**src/rtl/eluks_boot_dma_pkg.sv**
```systemverilog
// Shared types and constants for the ELUKS boot DMA engine.
// Contents: top-level sequencer states, transfer-engine states, error codes,
// ELUKS register offsets and the ordering of the configuration writes.
package eluks_boot_pkg;

  typedef enum logic [3:0] {
    S_BUS_RST,
    S_IDLE,
    S_CFG,
    S_STATUS,
    S_COPY_RD,
    S_COPY_WR,
    S_DONE,
    S_ERROR
  } boot_state_t;

  typedef enum logic [1:0] {
    X_IDLE,
    X_ADDR,
    X_BUS,
    X_WAIT_NACK
  } xfer_state_t;

  typedef enum logic [2:0] {
    ERR_NONE     = 3'd0,
    ERR_ELUKS    = 3'd1,
    ERR_BUS      = 3'd2,
    ERR_RETRY    = 3'd3,
    ERR_ZERO_LEN = 3'd4
  } err_code_t;

  localparam int unsigned REG_PSW0      = 0;
  localparam int unsigned REG_PSW1      = 1;
  localparam int unsigned REG_START     = 2;
  localparam int unsigned REG_BDIR      = 3;
  localparam int unsigned REG_HMAC      = 4;
  localparam int unsigned REG_RQ_DATA   = 5;
  localparam int unsigned REG_RQ_STATUS = 6;

  // Configuration write order: HMAC is programmed before BDIR, and the
  // sequence ends with the RQ_STATUS kick.
  function automatic int unsigned cfg_reg(input logic [2:0] idx);
    case (idx)
      3'd0:    return REG_PSW0;
      3'd1:    return REG_PSW1;
      3'd2:    return REG_START;
      3'd3:    return REG_HMAC;
      3'd4:    return REG_BDIR;
      default: return REG_RQ_STATUS;
    endcase
  endfunction

endpackage

```
**src/rtl/eluks_boot_dma_xfer.sv**
```systemverilog
// Single Wishbone classic-cycle transfer engine.
// A one-cycle req latches address/data/direction; the engine then runs
// ADDR -> BUS -> WAIT_NACK, retrying on rty or ack timeout, and answers
// with a one-cycle done (rd_dat valid) or fail (fail_retry: 1 = retries
// exhausted, 0 = bus error).
// Ports: wb_clk, rst (sync, active-high); req/req_we/req_adr/req_dat in;
// done/fail/fail_retry/rd_dat out; wb_adr_o/wb_dat_o/wb_cyc_o/wb_stb_o/
// wb_we_o out; wb_dat_i/wb_ack_i/wb_err_i/wb_rty_i in.
//
// state       | meaning
// X_IDLE      | waiting for req
// X_ADDR      | drive address/data, raise cyc/stb, load timeout
// X_BUS       | cyc/stb high until err, rty, ack or timeout
// X_WAIT_NACK | bus released, wait for ack low before next attempt/result
module eluks_wb_xfer
  import eluks_boot_pkg::*;
#(
  parameter int WB_DATA     = 32,
  parameter int ACK_TIMEOUT = 1024,
  parameter int MAX_RETRY   = 3
) (
  input  logic               wb_clk,
  input  logic               rst,
  input  logic               req,
  input  logic               req_we,
  input  logic [WB_DATA-1:0] req_adr,
  input  logic [WB_DATA-1:0] req_dat,
  output logic               done,
  output logic               fail,
  output logic               fail_retry,
  output logic [WB_DATA-1:0] rd_dat,
  output logic [WB_DATA-1:0] wb_adr_o,
  output logic [WB_DATA-1:0] wb_dat_o,
  output logic               wb_cyc_o,
  output logic               wb_stb_o,
  output logic               wb_we_o,
  input  logic [WB_DATA-1:0] wb_dat_i,
  input  logic               wb_ack_i,
  input  logic               wb_err_i,
  input  logic               wb_rty_i
);

  localparam int TMR_W = (ACK_TIMEOUT > 1) ? $clog2(ACK_TIMEOUT) : 1;
  localparam int RTY_W = (MAX_RETRY > 0) ? $clog2(MAX_RETRY + 1) : 1;

  xfer_state_t        state;
  logic [WB_DATA-1:0] adr_q;
  logic [WB_DATA-1:0] dat_q;
  logic               we_q;
  logic [TMR_W-1:0]   timer;
  logic [RTY_W-1:0]   retry_cnt;
  logic               retry_pend;

  always_ff @(posedge wb_clk) begin
    if (rst) begin
      state      <= X_IDLE;
      adr_q      <= '0;
      dat_q      <= '0;
      we_q       <= 1'b0;
      timer      <= '0;
      retry_cnt  <= '0;
      retry_pend <= 1'b0;
      done       <= 1'b0;
      fail       <= 1'b0;
      fail_retry <= 1'b0;
      rd_dat     <= '0;
      wb_adr_o   <= '0;
      wb_dat_o   <= '0;
      wb_cyc_o   <= 1'b0;
      wb_stb_o   <= 1'b0;
      wb_we_o    <= 1'b0;
    end else begin
      done <= 1'b0;
      fail <= 1'b0;
      case (state)
        X_IDLE: begin
          if (req) begin
            adr_q     <= req_adr;
            dat_q     <= req_dat;
            we_q      <= req_we;
            retry_cnt <= '0;
            state     <= X_ADDR;
          end
        end
        X_ADDR: begin
          wb_adr_o <= adr_q;
          wb_dat_o <= dat_q;
          wb_we_o  <= we_q;
          wb_cyc_o <= 1'b1;
          wb_stb_o <= 1'b1;
          timer    <= TMR_W'(ACK_TIMEOUT - 1);
          state    <= X_BUS;
        end
        X_BUS: begin
          // err wins over rty, rty over ack; a timeout is only taken when
          // the slave gave no termination at all this cycle.
          if (wb_err_i) begin
            wb_cyc_o   <= 1'b0;
            wb_stb_o   <= 1'b0;
            wb_we_o    <= 1'b0;
            fail       <= 1'b1;
            fail_retry <= 1'b0;
            state      <= X_IDLE;
          end else if (wb_rty_i || (!wb_ack_i && timer == '0)) begin
            wb_cyc_o <= 1'b0;
            wb_stb_o <= 1'b0;
            wb_we_o  <= 1'b0;
            if (retry_cnt == RTY_W'(MAX_RETRY)) begin
              fail       <= 1'b1;
              fail_retry <= 1'b1;
              state      <= X_IDLE;
            end else begin
              retry_cnt  <= retry_cnt + 1'b1;
              retry_pend <= 1'b1;
              state      <= X_WAIT_NACK;
            end
          end else if (wb_ack_i) begin
            wb_cyc_o   <= 1'b0;
            wb_stb_o   <= 1'b0;
            wb_we_o    <= 1'b0;
            rd_dat     <= wb_dat_i;
            retry_pend <= 1'b0;
            state      <= X_WAIT_NACK;
          end else begin
            timer <= timer - 1'b1;
          end
        end
        X_WAIT_NACK: begin
          if (!wb_ack_i) begin
            if (retry_pend) begin
              state <= X_ADDR;
            end else begin
              done  <= 1'b1;
              state <= X_IDLE;
            end
          end
        end
        default: state <= X_IDLE;
      endcase
    end
  end

endmodule

```
**src/rtl/eluks_boot_dma.sv**
```systemverilog
// ELUKS boot engine: holds the CPU in reset, programs the ELUKS core over
// Wishbone, streams decrypted bytes, packs them MSB-first into words and
// writes the boot image to RAM, then releases the CPU.
// Ports: wb_clk, rst (sync, active-high); Wishbone master (wb_adr_o,
// wb_dat_o, wb_dat_i, wb_cyc_o, wb_stb_o, wb_we_o, wb_sel_o, wb_cti_o,
// wb_bte_o, wb_ack_i, wb_err_i, wb_rty_i); start, psw, start_block,
// hmac_enable in; cpu_rst, bus_rst, done, error, err_code, words_copied out.
//
// state     | meaning
// S_BUS_RST | bus_rst pulse after rst
// S_IDLE    | CPU in reset, counters cleared, wait for start
// S_CFG     | ELUKS register writes, ending with the RQ_STATUS kick
// S_STATUS  | read RQ_STATUS, derive image length
// S_COPY_RD | read one RQ_DATA byte into the packing buffer
// S_COPY_WR | write the packed word to RAM
// S_DONE    | image copied, CPU released
// S_ERROR   | failure latched, CPU stays in reset
module eluks_boot_dma
  import eluks_boot_pkg::*;
#(
  parameter int          WB_DATA       = 32,
  parameter logic [31:0] ELUKS_WB_ADDR = 32'h9200_0000,
  parameter logic [31:0] RAM_WB_ADDR   = 32'h0,
  parameter int          BLOCK_BYTES   = 512,
  parameter int          RST_CYCLES    = 16,
  parameter int          ACK_TIMEOUT   = 1024,
  parameter int          MAX_RETRY     = 3
) (
  input  logic                   wb_clk,
  input  logic                   rst,
  output logic [WB_DATA-1:0]     wb_adr_o,
  output logic [WB_DATA-1:0]     wb_dat_o,
  input  logic [WB_DATA-1:0]     wb_dat_i,
  output logic                   wb_cyc_o,
  output logic                   wb_stb_o,
  output logic                   wb_we_o,
  output logic [WB_DATA/8-1:0]   wb_sel_o,
  output logic [2:0]             wb_cti_o,
  output logic [1:0]             wb_bte_o,
  input  logic                   wb_ack_i,
  input  logic                   wb_err_i,
  input  logic                   wb_rty_i,
  input  logic                   start,
  input  logic [63:0]            psw,
  input  logic [31:0]            start_block,
  input  logic                   hmac_enable,
  output logic                   cpu_rst,
  output logic                   bus_rst,
  output logic                   done,
  output logic                   error,
  output logic [2:0]             err_code,
  output logic [31:0]            words_copied
);

  localparam int unsigned BPW   = WB_DATA / 8;
  localparam int unsigned WPB   = BLOCK_BYTES / BPW;
  localparam int          RST_W = $clog2(RST_CYCLES + 1);
  localparam logic [WB_DATA-1:0] ELUKS_BASE = WB_DATA'(ELUKS_WB_ADDR);
  localparam logic [WB_DATA-1:0] RAM_BASE   = WB_DATA'(RAM_WB_ADDR);

  boot_state_t        state;
  err_code_t          err_code_q;
  logic [RST_W-1:0]   rst_cnt;
  logic [2:0]         cfg_idx;
  logic [7:0]         byte_idx;
  logic [WB_DATA-1:0] word_buf;
  logic [31:0]        total_words;
  logic               pending;

  logic               req;
  logic               req_we;
  logic [WB_DATA-1:0] req_adr;
  logic [WB_DATA-1:0] req_dat;
  logic               x_done;
  logic               x_fail;
  logic               x_fail_retry;
  logic [WB_DATA-1:0] x_rd_dat;

  logic               issue_state;
  logic               nxt_we;
  logic [WB_DATA-1:0] nxt_adr;
  logic [WB_DATA-1:0] nxt_dat;

  assign wb_sel_o = {BPW{wb_stb_o}};
  assign wb_cti_o = 3'b000;
  assign wb_bte_o = 2'b00;
  assign err_code = err_code_q;

  eluks_wb_xfer #(
    .WB_DATA     (WB_DATA),
    .ACK_TIMEOUT (ACK_TIMEOUT),
    .MAX_RETRY   (MAX_RETRY)
  ) u_xfer (
    .wb_clk     (wb_clk),
    .rst        (rst),
    .req        (req),
    .req_we     (req_we),
    .req_adr    (req_adr),
    .req_dat    (req_dat),
    .done       (x_done),
    .fail       (x_fail),
    .fail_retry (x_fail_retry),
    .rd_dat     (x_rd_dat),
    .wb_adr_o   (wb_adr_o),
    .wb_dat_o   (wb_dat_o),
    .wb_cyc_o   (wb_cyc_o),
    .wb_stb_o   (wb_stb_o),
    .wb_we_o    (wb_we_o),
    .wb_dat_i   (wb_dat_i),
    .wb_ack_i   (wb_ack_i),
    .wb_err_i   (wb_err_i),
    .wb_rty_i   (wb_rty_i)
  );

  // Next transfer for the current sequencer step.
  always_comb begin
    issue_state = 1'b0;
    nxt_we      = 1'b0;
    nxt_adr     = ELUKS_BASE;
    nxt_dat     = '0;
    case (state)
      S_CFG: begin
        issue_state = 1'b1;
        nxt_we      = 1'b1;
        nxt_adr     = ELUKS_BASE + WB_DATA'(cfg_reg(cfg_idx));
        case (cfg_idx)
          3'd0:    nxt_dat = WB_DATA'(psw[63:32]);
          3'd1:    nxt_dat = WB_DATA'(psw[31:0]);
          3'd2:    nxt_dat = WB_DATA'(start_block);
          3'd3:    nxt_dat = WB_DATA'(hmac_enable);
          3'd4:    nxt_dat = WB_DATA'(start_block);
          default: nxt_dat = WB_DATA'(1);
        endcase
      end
      S_STATUS: begin
        issue_state = 1'b1;
        nxt_adr     = ELUKS_BASE + WB_DATA'(REG_RQ_STATUS);
      end
      S_COPY_RD: begin
        issue_state = 1'b1;
        nxt_adr     = ELUKS_BASE + WB_DATA'(REG_RQ_DATA);
      end
      S_COPY_WR: begin
        issue_state = 1'b1;
        nxt_we      = 1'b1;
        nxt_adr     = RAM_BASE + WB_DATA'(words_copied * 32'(BPW));
        nxt_dat     = word_buf;
      end
      default: ;
    endcase
  end

  always_ff @(posedge wb_clk) begin
    if (rst) begin
      state        <= S_BUS_RST;
      err_code_q   <= ERR_NONE;
      rst_cnt      <= RST_W'(RST_CYCLES);
      cfg_idx      <= '0;
      byte_idx     <= '0;
      word_buf     <= '0;
      total_words  <= '0;
      pending      <= 1'b0;
      req          <= 1'b0;
      req_we       <= 1'b0;
      req_adr      <= '0;
      req_dat      <= '0;
      cpu_rst      <= 1'b1;
      bus_rst      <= 1'b1;
      done         <= 1'b0;
      error        <= 1'b0;
      words_copied <= '0;
    end else begin
      req <= 1'b0;
      if (x_fail) begin
        state      <= S_ERROR;
        err_code_q <= x_fail_retry ? ERR_RETRY : ERR_BUS;
        error      <= 1'b1;
        pending    <= 1'b0;
      end else begin
        if (issue_state && !pending) begin
          req     <= 1'b1;
          pending <= 1'b1;
          req_we  <= nxt_we;
          req_adr <= nxt_adr;
          req_dat <= nxt_dat;
        end
        if (x_done) pending <= 1'b0;

        case (state)
          S_BUS_RST: begin
            if (rst_cnt == '0) begin
              bus_rst <= 1'b0;
              state   <= S_IDLE;
            end else begin
              rst_cnt <= rst_cnt - 1'b1;
            end
          end
          S_IDLE: begin
            cpu_rst      <= 1'b1;
            words_copied <= '0;
            total_words  <= '0;
            cfg_idx      <= '0;
            byte_idx     <= '0;
            word_buf     <= '0;
            if (start) state <= S_CFG;
          end
          S_CFG: begin
            if (x_done) begin
              if (cfg_idx == 3'd5) state <= S_STATUS;
              else cfg_idx <= cfg_idx + 3'd1;
            end
          end
          S_STATUS: begin
            if (x_done) begin
              if (x_rd_dat[WB_DATA-1]) begin
                state      <= S_ERROR;
                err_code_q <= ERR_ELUKS;
                error      <= 1'b1;
              end else if (x_rd_dat[WB_DATA-2:0] == '0) begin
                state      <= S_ERROR;
                err_code_q <= ERR_ZERO_LEN;
                error      <= 1'b1;
              end else begin
                total_words <= 32'(x_rd_dat[WB_DATA-2:0]) * 32'(WPB);
                state       <= S_COPY_RD;
              end
            end
          end
          S_COPY_RD: begin
            if (x_done) begin
              // Shifting left makes the first byte of a word end up in the MSBs.
              word_buf <= (word_buf << 8) | WB_DATA'(x_rd_dat[7:0]);
              if (byte_idx == 8'(BPW - 1)) begin
                byte_idx <= '0;
                state    <= S_COPY_WR;
              end else begin
                byte_idx <= byte_idx + 8'd1;
              end
            end
          end
          S_COPY_WR: begin
            if (x_done) begin
              words_copied <= words_copied + 32'd1;
              if ((words_copied + 32'd1) == total_words) begin
                state   <= S_DONE;
                cpu_rst <= 1'b0;
                done    <= 1'b1;
              end else begin
                state <= S_COPY_RD;
              end
            end
          end
          S_DONE: begin
            cpu_rst <= 1'b0;
            done    <= 1'b1;
          end
          S_ERROR: begin
            cpu_rst <= 1'b1;
            error   <= 1'b1;
          end
          default: state <= S_BUS_RST;
        endcase
      end
    end
  end

endmodule

```
**config.mk**
```make
export PLATFORM = sky130hd
export DESIGN_NAME = eluks_boot_dma
export DESIGN_NICKNAME = d
export VERILOG_FILES = /design/src/rtl/eluks_boot_dma_pkg.sv /design/src/rtl/eluks_boot_dma_xfer.sv /design/src/rtl/eluks_boot_dma.sv
export SDC_FILE = /design/constraint.sdc
export NUM_CORES = 1
export LEC_CHECK = 0
export ABC_CLOCK_PERIOD_IN_PS = 3000
export CORE_MARGIN = 5
export CORE_UTILIZATION = 30
export DETAILED_ROUTE_END_ITERATION = 6
export GPL_TIMING_DRIVEN = 0
export SETUP_SLACK_MARGIN = 0.15
export SKIP_LAST_GASP = 1
export SLEW_MARGIN = 0
export SYNTH_ARGS = -nofsm -noshare
export SYNTH_HDL_FRONTEND = slang
export SYNTH_SLANG_ARGS = --single-unit
```
**constraint.sdc**
```tcl
create_clock -name wb_clk -period 3 [get_ports wb_clk]
set_clock_uncertainty 0.2 [all_clocks]
set_input_delay 0.6 -clock wb_clk [delete_from_list [all_inputs] [get_ports wb_clk]]
set_output_delay 0.6 -clock wb_clk [all_outputs]
set_load 0.01 [all_outputs]
```
After elaboration in Yosys (flattened, before gate mapping)
Cells that the tools add are included.

Flip-flop bits (word level): 371. Input bits: 135. Output and inout port bits: 115. Logic and storage cells: 236.

Add/sub/neg operators: 7. Equality and inequality tests: 49. Mux-type cells: 83. Bitwise logic cells: 8. Reduce and logical (&&, ||, !) cells: 56.

Operators with widths (number): 32-bit case mux with 2 select lines (4); 32-bit case mux with 4 select lines (2); 32-bit two-way mux (6); 32-bit by 1-bit adder with 32-bit output (second input constant) (1); 32-bit adder (first input constant) (1); 32-bit equality test (1); 4-bit two-way mux (8); 32-bit by 8-bit bitwise OR with 32-bit output (1); 31-bit logical NOT (1); 10-bit two-way mux (3); 2-bit inequality test (second input constant) (15); 4-bit case mux with 7 select lines (1); 2-bit two-way mux (13); 1-bit two-way mux (25); 3-bit two-way mux (8); 3-bit AND reduction (8); 4-bit AND reduction (6); 2-bit nonzero test (12); 10-bit case mux with 2 select lines (1); 9-bit AND reduction (2); 4-bit by 3-bit equality test with 1-bit output (second input constant) (4); 8-bit two-way mux (2); 8-bit case mux with 2 select lines (1); 3-bit case mux with 5 select lines (1); other kinds (38) (76).

Logic depth before layout (Yosys ltp)
Gate-level depths: netlist of run 1.

Depth after elaboration: 6. Depth in mapped cells: 10.

Modules after synthesis
A second synthesis of run 1 with hierarchy kept.

Cell total of the unflattened synthesis: 1924. Area total of the unflattened synthesis: 15857.7 µm².

By module, submodules not included: eluks_boot_dma (times used 1, cells each 1155, area each 9121.2 µm²); eluks_wb_xfer (times used 1, cells each 769, area each 6736.5 µm²).

Worst setup path after synthesis of run 1
OpenSTA, ideal clock, no wires.

Path kind: register to register. Start: register words_copied[6]. End: register cpu_rst. Library setup time: 0.116 ns. Arrival time: 3.040 ns. Data required time: 2.684 ns. Setup slack: -0.355 ns. Cell stages (with the launch flop): 10. Buffers on the path: 1. Clock period less this slack: 3.355 ns. Path through: dfxtp_1 > buf_2 > nand4_4 > or4_2 > or4_1 > xnor2_1 > a211oi_1 > o2111ai_1 > or4_4 > a31o_1.

Longest elaborated chain between the ends: 4.

RTL lines: from (decl) (RTL line eluks_boot_dma.sv:52) `output logic [31:0] words_copied`; from (signal assigned) (RTL line eluks_boot_dma.sv:243) `words_copied <= words_copied + 32'd1;`; 32-bit by 1-bit adder with 32-bit output (RTL line eluks_boot_dma.sv:244) `if ((words_copied + 32'd1) == total_words) begin`; 32-bit equality test (RTL line eluks_boot_dma.sv:244); 2-bit inequality test (no line); 4-bit AND reduction (no line); to (signal assigned) (RTL line eluks_boot_dma.sv:246) `cpu_rst <= 1'b0;`; to (signal assigned) (RTL line eluks_boot_dma.sv:254) `cpu_rst <= 1'b0;`; to (signal assigned) (RTL line eluks_boot_dma.sv:258) `cpu_rst <= 1'b1;`; to (decl) (RTL line eluks_boot_dma.sv:47) `output logic cpu_rst,`.

No other way between the ends. A chain may end at the register's enable or synchronous reset.

Worst setup path after layout of run 1
Start: register words_copied[10]. End: register cpu_rst.

Same word-level chain as after synthesis.

==> results.ini, run 1 <==
[grt]
grt_max_degree = 14
antenna_found_initial = 0
grt_first_pass_wirelength_mm = 85.0
overflow = 0
grt_pass1_vias = 14100
grt_usage = 0.189

[drt]
drc = 21
drt_iter0_drc = 1295
dr.pass1.iters = 7
drtAntennaViolNets = 0
via_per_inst = 5.10
totalWireLength_mm = 56.2
vias = 15000
avgRoutedWirePerCell_um = 19.2

[logic_synthesis]
ys_ff_latch = 363
ys.flop_type = dfxtp_1
yosys.area.top_type = dfxtp_1
ys_types = 71
synth_top_area_frac = 0.466
synth_most_common_cell = dfxtp_1
seq_area_frac_synth = 0.466
synth_area_mm2 = 0.0156
syn-instance-count = 1882
synth-edff-count = 0
async_flop_share = 0
postSynthAreaPerCell_um2 = 8.28
synth_commonest_cells = dfxtp_1, nand2_1, a21oi_1, nor2_1, clkbuf_1
synth_warnings = 0
synth_area_leaders = dfxtp_1, nand2_1, a21oi_1

[floorplan]
io_pins = 250
dieWidth_um = 238
start_util = 0.303
dieHeight_um = 238
die_area_mm2 = 0.0566
num_rows = 83
core-area_mm2 = 0.0514

[timing]
drv_slew = 0
finalWorstSetupSlack_ns = -0.183
final.setup.tns_ns = -0.693
relSlewSlack = 0.310
hold_viol_final = 0
rsz0062_at_grt = true
setup_viol = 5
fin_crit_ns = 3.18
fmax_mhz = 314
worst_slew_pin_slew_ns = 1.04
holdWs_ns = 0.254
post-route-period-util = 1.06

[setup_path]
worstPathRequired_ns = 3.26
crit_end = cpu_rst
r2r_slack_ns = -0.18
end_kind = register
arrival_ns = 3.44
reg2regPathDepth = 9
setup.worst_path.class = register to register
startpoint_type = register
rr_endpoint = cpu_rst
critPathLaunch = words_copied[10]
critPathMaxFanout = 5
rr_startpoint = words_copied[10]

[placement]
io_buffers = 243
gp_congestion = 0.914
dpl_cell_area_mm2 = 0.0190
preCtsSetupSlack_ns = -0.854
place_hpwl_mm = 42.4

[layout]
antenna_cells = 0
drive_above_1_share = 0.103
fin_nets = 2377
design_area_mm2 = 0.0211
syn_to_final_growth_pct = 35.6
fin_util = 0.411

[clock_tree]
htree_levels = 2
cts_sinks = 363
ctsHoldBuffers = 0
clockBufferDepth = 3
cts-buffers-inserted = 40
cts_root_buf = clkbuf_16
cts_tree = done
clk_latency_ns = 0.58
clk_pin_slew_ns = 0.06

[power_and_ir_drop]
p_switching_mw = 3.98
peakVddDrop_mv = 0.365
p_per_area_mw_per_mm2 = 633
power.share.combinational = 0.209
internal-power_mw = 9.40
power_switching_share = 0.297
leakagePower_nw = 7.27
power_frac_seq = 0.399
pwr-share-clk = 0.392

[status]
status = finished with violations
failed_checks = DRC, setup timing

[run]
maxCapViolCount = 0

[worst_hold_path]
worstHoldPathType = register to register

[critical path: stages, from the launching register on]
cell	delay, ns
dfxtp_2	0.34
buf_6	0.13
nand3_4	0.09
or4_4	0.54
or4_4	0.53
xnor2_2	0.16
a211oi_2	0.22
o2111ai_2	0.16
or4_4	0.50
a31o_1	0.20
[cells in the final DEF (no fill, tap or decap), drive strengths merged, types with 11 or more instances in the layout]
| cell type | instances |
|---|---|
| dfxtp | 363 |
| o211ai | 34 |
| nand3 | 75 |
| ha | 16 |
| nand2b | 33 |
| mux2i | 67 |
| a22o | 26 |
| clkbuf | 178 |
| xnor2 | 41 |
| or3 | 11 |
| a211oi | 13 |
| buf | 95 |
| clkdlybuf4s50 | 243 |
| nand4 | 18 |
| nor2b | 12 |
| o21ai | 54 |
| nor4 | 19 |
| nor2 | 190 |
| a21oi | 212 |
| inv | 25 |
| nor3 | 32 |
| a222oi | 32 |
| nand2 | 330 |
| xor2 | 19 |
[timing repair]
item | in CTS | in global routing
resized for setup | 56 | 23
cloned | 0 | 0
setup endpoints to repair | 39 | 84
setup buffers | 52 | 2
pin swaps | 21 | 6
[worst min path at each step]
stage / start / end / slack [ns] / cells after the start
finish: req_dat[29] / u_xfer.dat_q[29] / 0.25 / 2
global route: u_xfer.dat_q[18] / u_xfer.dat_q[18] / 0.28 / 2
CTS: req_adr[1] / u_xfer.adr_q[1] / 0.25 / 2
floorplan: req_adr[2] / u_xfer.adr_q[2] / 0.23 / 2
detailed placement: req_dat[29] / u_xfer.dat_q[29] / 0.25 / 2
global placement: word_buf[30] / word_buf[30] / 0.24 / 2
[power groups by stage]
stage	Clock [mW]	Sequential, mW	Combinational [mW]
floorplan	0	5.34	1.86
global placement	0	5.41	2.66
detailed placement	0	5.42	2.73
CTS	5.33	5.32	2.76
global route	5.54	5.36	3.06
finish	5.25	5.33	2.79
[cell families (layout without fill, tap and decap cells)]
kind of cell	count (synthesis)	count (layout)	synth area share
simple gates	761	761	0.221
compound gates	428	428	0.173
flops	363	363	0.466
buf+inv	185	551	0.0497
mux	68	68	0.0437
xor+xnor	60	60	0.0337
fa+ha+maj	16	16	0.0128
other cells	1	5	0.000241
[layout make-up]
class	count	area, um2
Clock buffer	55	1180
Inverter	22	82.6
Multi-Input combinational cell	1338	7810
Timing Repair Buffer	298	2870
Tap cell	680	851
Clock inverter	13	224
Sequential cell	363	7310
Fill cell	5085	30300
Buffer	163	827
[stage by stage]
stage,total power [mW],instances
after detailed placement,8.15,2810
after floorplan,7.20,1886
after global placement,8.06,2809
final,13.4,2932
after CTS,13.4,2930
after global routing,14.0,2932
[registers in the layout (all words and copies together) (netlist names), 2 cells and up]
name              cells
u_xfer.wb_dat_o      32
u_xfer.timer         10
u_xfer.state          2
state                 3
u_xfer.adr_q         32
rst_cnt               5
words_copied         32
err_code              3
u_xfer.wb_adr_o      32
u_xfer.rd_dat        32
total_words          25
u_xfer.retry_cnt      2
u_xfer.dat_q         32
req_dat              32
word_buf             32
byte_idx              8
req_adr              32
cfg_idx               3
[per-layer routing]
layer  up-vias  global-route usage  share of wire
met2       517               0.296           0.45
met5         -                   0              0
met4         0              0.0549          0.029
met3        84              0.0358          0.063
li1       7258                   -              -
met1      7101               0.265           0.46
(Power assumes the default switching activity.)
==> inputs of run 2 (changes only) <==
--- a/config.mk
+++ b/config.mk
@@ -6,10 +6,13 @@
 export NUM_CORES = 1
 export LEC_CHECK = 0
 export ABC_CLOCK_PERIOD_IN_PS = 3000
-export CORE_MARGIN = 5
+export CELL_PAD_IN_SITES_DETAIL_PLACEMENT = 1
+export CELL_PAD_IN_SITES_GLOBAL_PLACEMENT = 1
 export CORE_UTILIZATION = 30
 export DETAILED_ROUTE_END_ITERATION = 6
 export GPL_TIMING_DRIVEN = 0
+export HOLD_SLACK_MARGIN = 0.05
+export PLACE_DENSITY_LB_ADDON = 0.1
 export SETUP_SLACK_MARGIN = 0.15
 export SKIP_LAST_GASP = 1
 export SLEW_MARGIN = 0
==> run 2 against run 1 <==
Effect of this change: the flow finishes with violations (setup timing); critical endpoint is now state[1]; register-to-register slack got worse by 0.04 ns; largest cell class unchanged; fmax fell by 1.3%; critical path depth did not move; highest routed layer unchanged; total power rose by 4.3%; largest power group is now the clock network.
==> results.ini, run 2 (synthesis gave the netlist of run 1 again) <==
[status]
status = finished with violations
failed_checks = setup timing

[drt]
vias = 14900  ; -0.25%
drtAntennaViolNets = 0  ; unchanged
dr.pass1.iters = 7  ; unchanged
via_per_inst = 5.06  ; -0.90%
totalWireLength_mm = 60.0  ; +6.8%
avgRoutedWirePerCell_um = 20.3  ; +6.2%
drc = 0  ; -100%
drt_iter0_drc = 1067  ; -18%

[clock_tree]
clk_pin_slew_ns = 0.06  ; about the same
cts_tree = done
htree_levels = 2  ; unchanged
clk_latency_ns = 0.58  ; about the same
cts_root_buf = clkbuf_16
cts-buffers-inserted = 44  ; +10%
ctsHoldBuffers = 0  ; unchanged
cts_sinks = 363  ; unchanged
clockBufferDepth = 3  ; unchanged

[power_and_ir_drop]
p_per_area_mw_per_mm2 = 647  ; +2.3%
pwr-share-clk = 0.409  ; +0.017
power_frac_seq = 0.382  ; -0.017
internal-power_mw = 9.77  ; +4.0%
power.share.combinational = 0.209  ; about the same
leakagePower_nw = 7.47  ; +2.8%
p_switching_mw = 4.18  ; +5.0%
power_switching_share = 0.299  ; +0.00200
peakVddDrop_mv = 0.330  ; -9.7%

[setup_path]
critPathMaxFanout = 4  ; -1
arrival_ns = 3.51  ; +0.07 ns
worstPathRequired_ns = 3.28  ; +0.02 ns
setup.worst_path.class = register to register
reg2regPathDepth = 9  ; unchanged
startpoint_type = register
end_kind = register

[timing]
hold_viol_final = 0  ; unchanged
rsz0062_at_grt = true
drv_slew = 0  ; unchanged
relSlewSlack = 0.330  ; +0.0199
finalWorstSetupSlack_ns = -0.225  ; -0.0418 ns
post-route-period-util = 1.07  ; +0.0139
worst_slew_pin_slew_ns = 1.01  ; -0.0298 ns
holdWs_ns = 0.250  ; -0.00439 ns
fin_crit_ns = 3.22  ; +0.0418 ns
final.setup.tns_ns = -0.580  ; +0.113 ns
setup_viol = 3  ; -2
fmax_mhz = 310  ; -1.3%

[floorplan]
dieWidth_um = 230  ; -3.4%
start_util = 0.304  ; +0.000614
num_rows = 83  ; unchanged
die_area_mm2 = 0.0529  ; -6.6%
dieHeight_um = 230  ; -3.4%
core-area_mm2 = 0.0513  ; -0.20%
io_pins = 250  ; unchanged

[placement]
gp_congestion = 0.889  ; -2.7%
dpl_cell_area_mm2 = 0.0190  ; about the same
io_buffers = 243  ; unchanged
placed_cells = 2809  ; -0.036%
place_hpwl_mm = 45.1  ; +6.5%

[grt]
grt_usage = 0.222  ; +0.0327
grt_pass1_vias = 14800  ; +4.9%
overflow = 0  ; unchanged
grt_max_degree = 13  ; -1
grt_first_pass_wirelength_mm = 90.1  ; +6.1%
antenna_found_initial = 2  ; +2

[layout]
fin_nets = 2390  ; +0.55%
drive_above_1_share = 0.118  ; +0.0141
layout_common_cells = dfxtp_1, nand2_1, clkdlybuf4s50_1, a21oi_1, nor2_1
antenna_cells = 0  ; unchanged
design_area_mm2 = 0.0216  ; +2.0%
syn_to_final_growth_pct = 38.3
finalNonFillerCells = 2951  ; +0.65%
fin_util = 0.420  ; +0.00890
mostFrequentLayoutCell = dfxtp_1

[worst_hold_path]
min_path_cells = 2  ; unchanged
worstHoldPathType = register to register

[run]
maxCapViolCount = 0  ; unchanged

run 2: area by class of cell:
type / instances / area (um2)
Sequential cell: 363 / 7320
Clock inverter: 15 / 259
Inverter: 22 / 82.6
Tap cell: 680 / 851
Timing Repair Buffer: 307 / 2960
Fill cell: 6057 / 29700
Clock buffer: 63 / 1300
Multi-Input combinational cell: 1338 / 7930
Buffer: 163 / 845
run 2: metal layers:
layer / GRT usage / vias to the layer above / share of wire
met5: 0 / - / 0
met4: 0.0617 / 0 / 0.020
met3: 0.0304 / 67 / 0.044
met2: 0.344 / 339 / 0.44
met1: 0.318 / 7244 / 0.49
li1: - / 7272 / -
run 2: metrics by stage:
stage               total power [mW]  setup slack, ns
CTS                             14.1           -0.171
finish                          14.0           -0.225
detailed placement              8.27           -0.970
global route                    14.6           -0.322
floorplan                       7.20          -0.0657
global placement                8.20           -0.808
run 2: timing repair:
action                     CTS  global route
hold endpoints to repair     0             0
gates cloned                 0             0
setup buffers               39            25
pin swaps                   25            23
resized for setup           79            42
setup endpoints to repair   96            89
run 2: power groups by stage:
stage	clock, mW	sequential [mW]	combinational (mW)
2_1_floorplan	0	5.34	1.86
3_3_place_gp	0	5.41	2.79
3_5_place_dp	0	5.42	2.85
4_1_cts	5.85	5.32	2.89
5_1_grt	6.06	5.35	3.20
6_report	5.71	5.32	2.92
run 2: path summary, 6_finish.rpt:
kind | startpoint | end | slack (ns)
worst max-delay path | words_copied[0] | state[1] | -0.22
worst min register to register | req_dat[25] | u_xfer.dat_q[25] | 0.25
worst min-delay path | req_dat[25] | u_xfer.dat_q[25] | 0.25
worst max register to register | words_copied[0] | state[1] | -0.22
run 2: critical path, cell delays in order, from the launching register on:
cell      delay, ns
dfxtp_4        0.40
ha_4           0.16
nand4_1        0.18
nor3_4         0.29
buf_6          0.15
o221ai_2       0.09
or3_1          0.31
or4_4          0.53
or4_4          0.58
a211oi_2       0.25
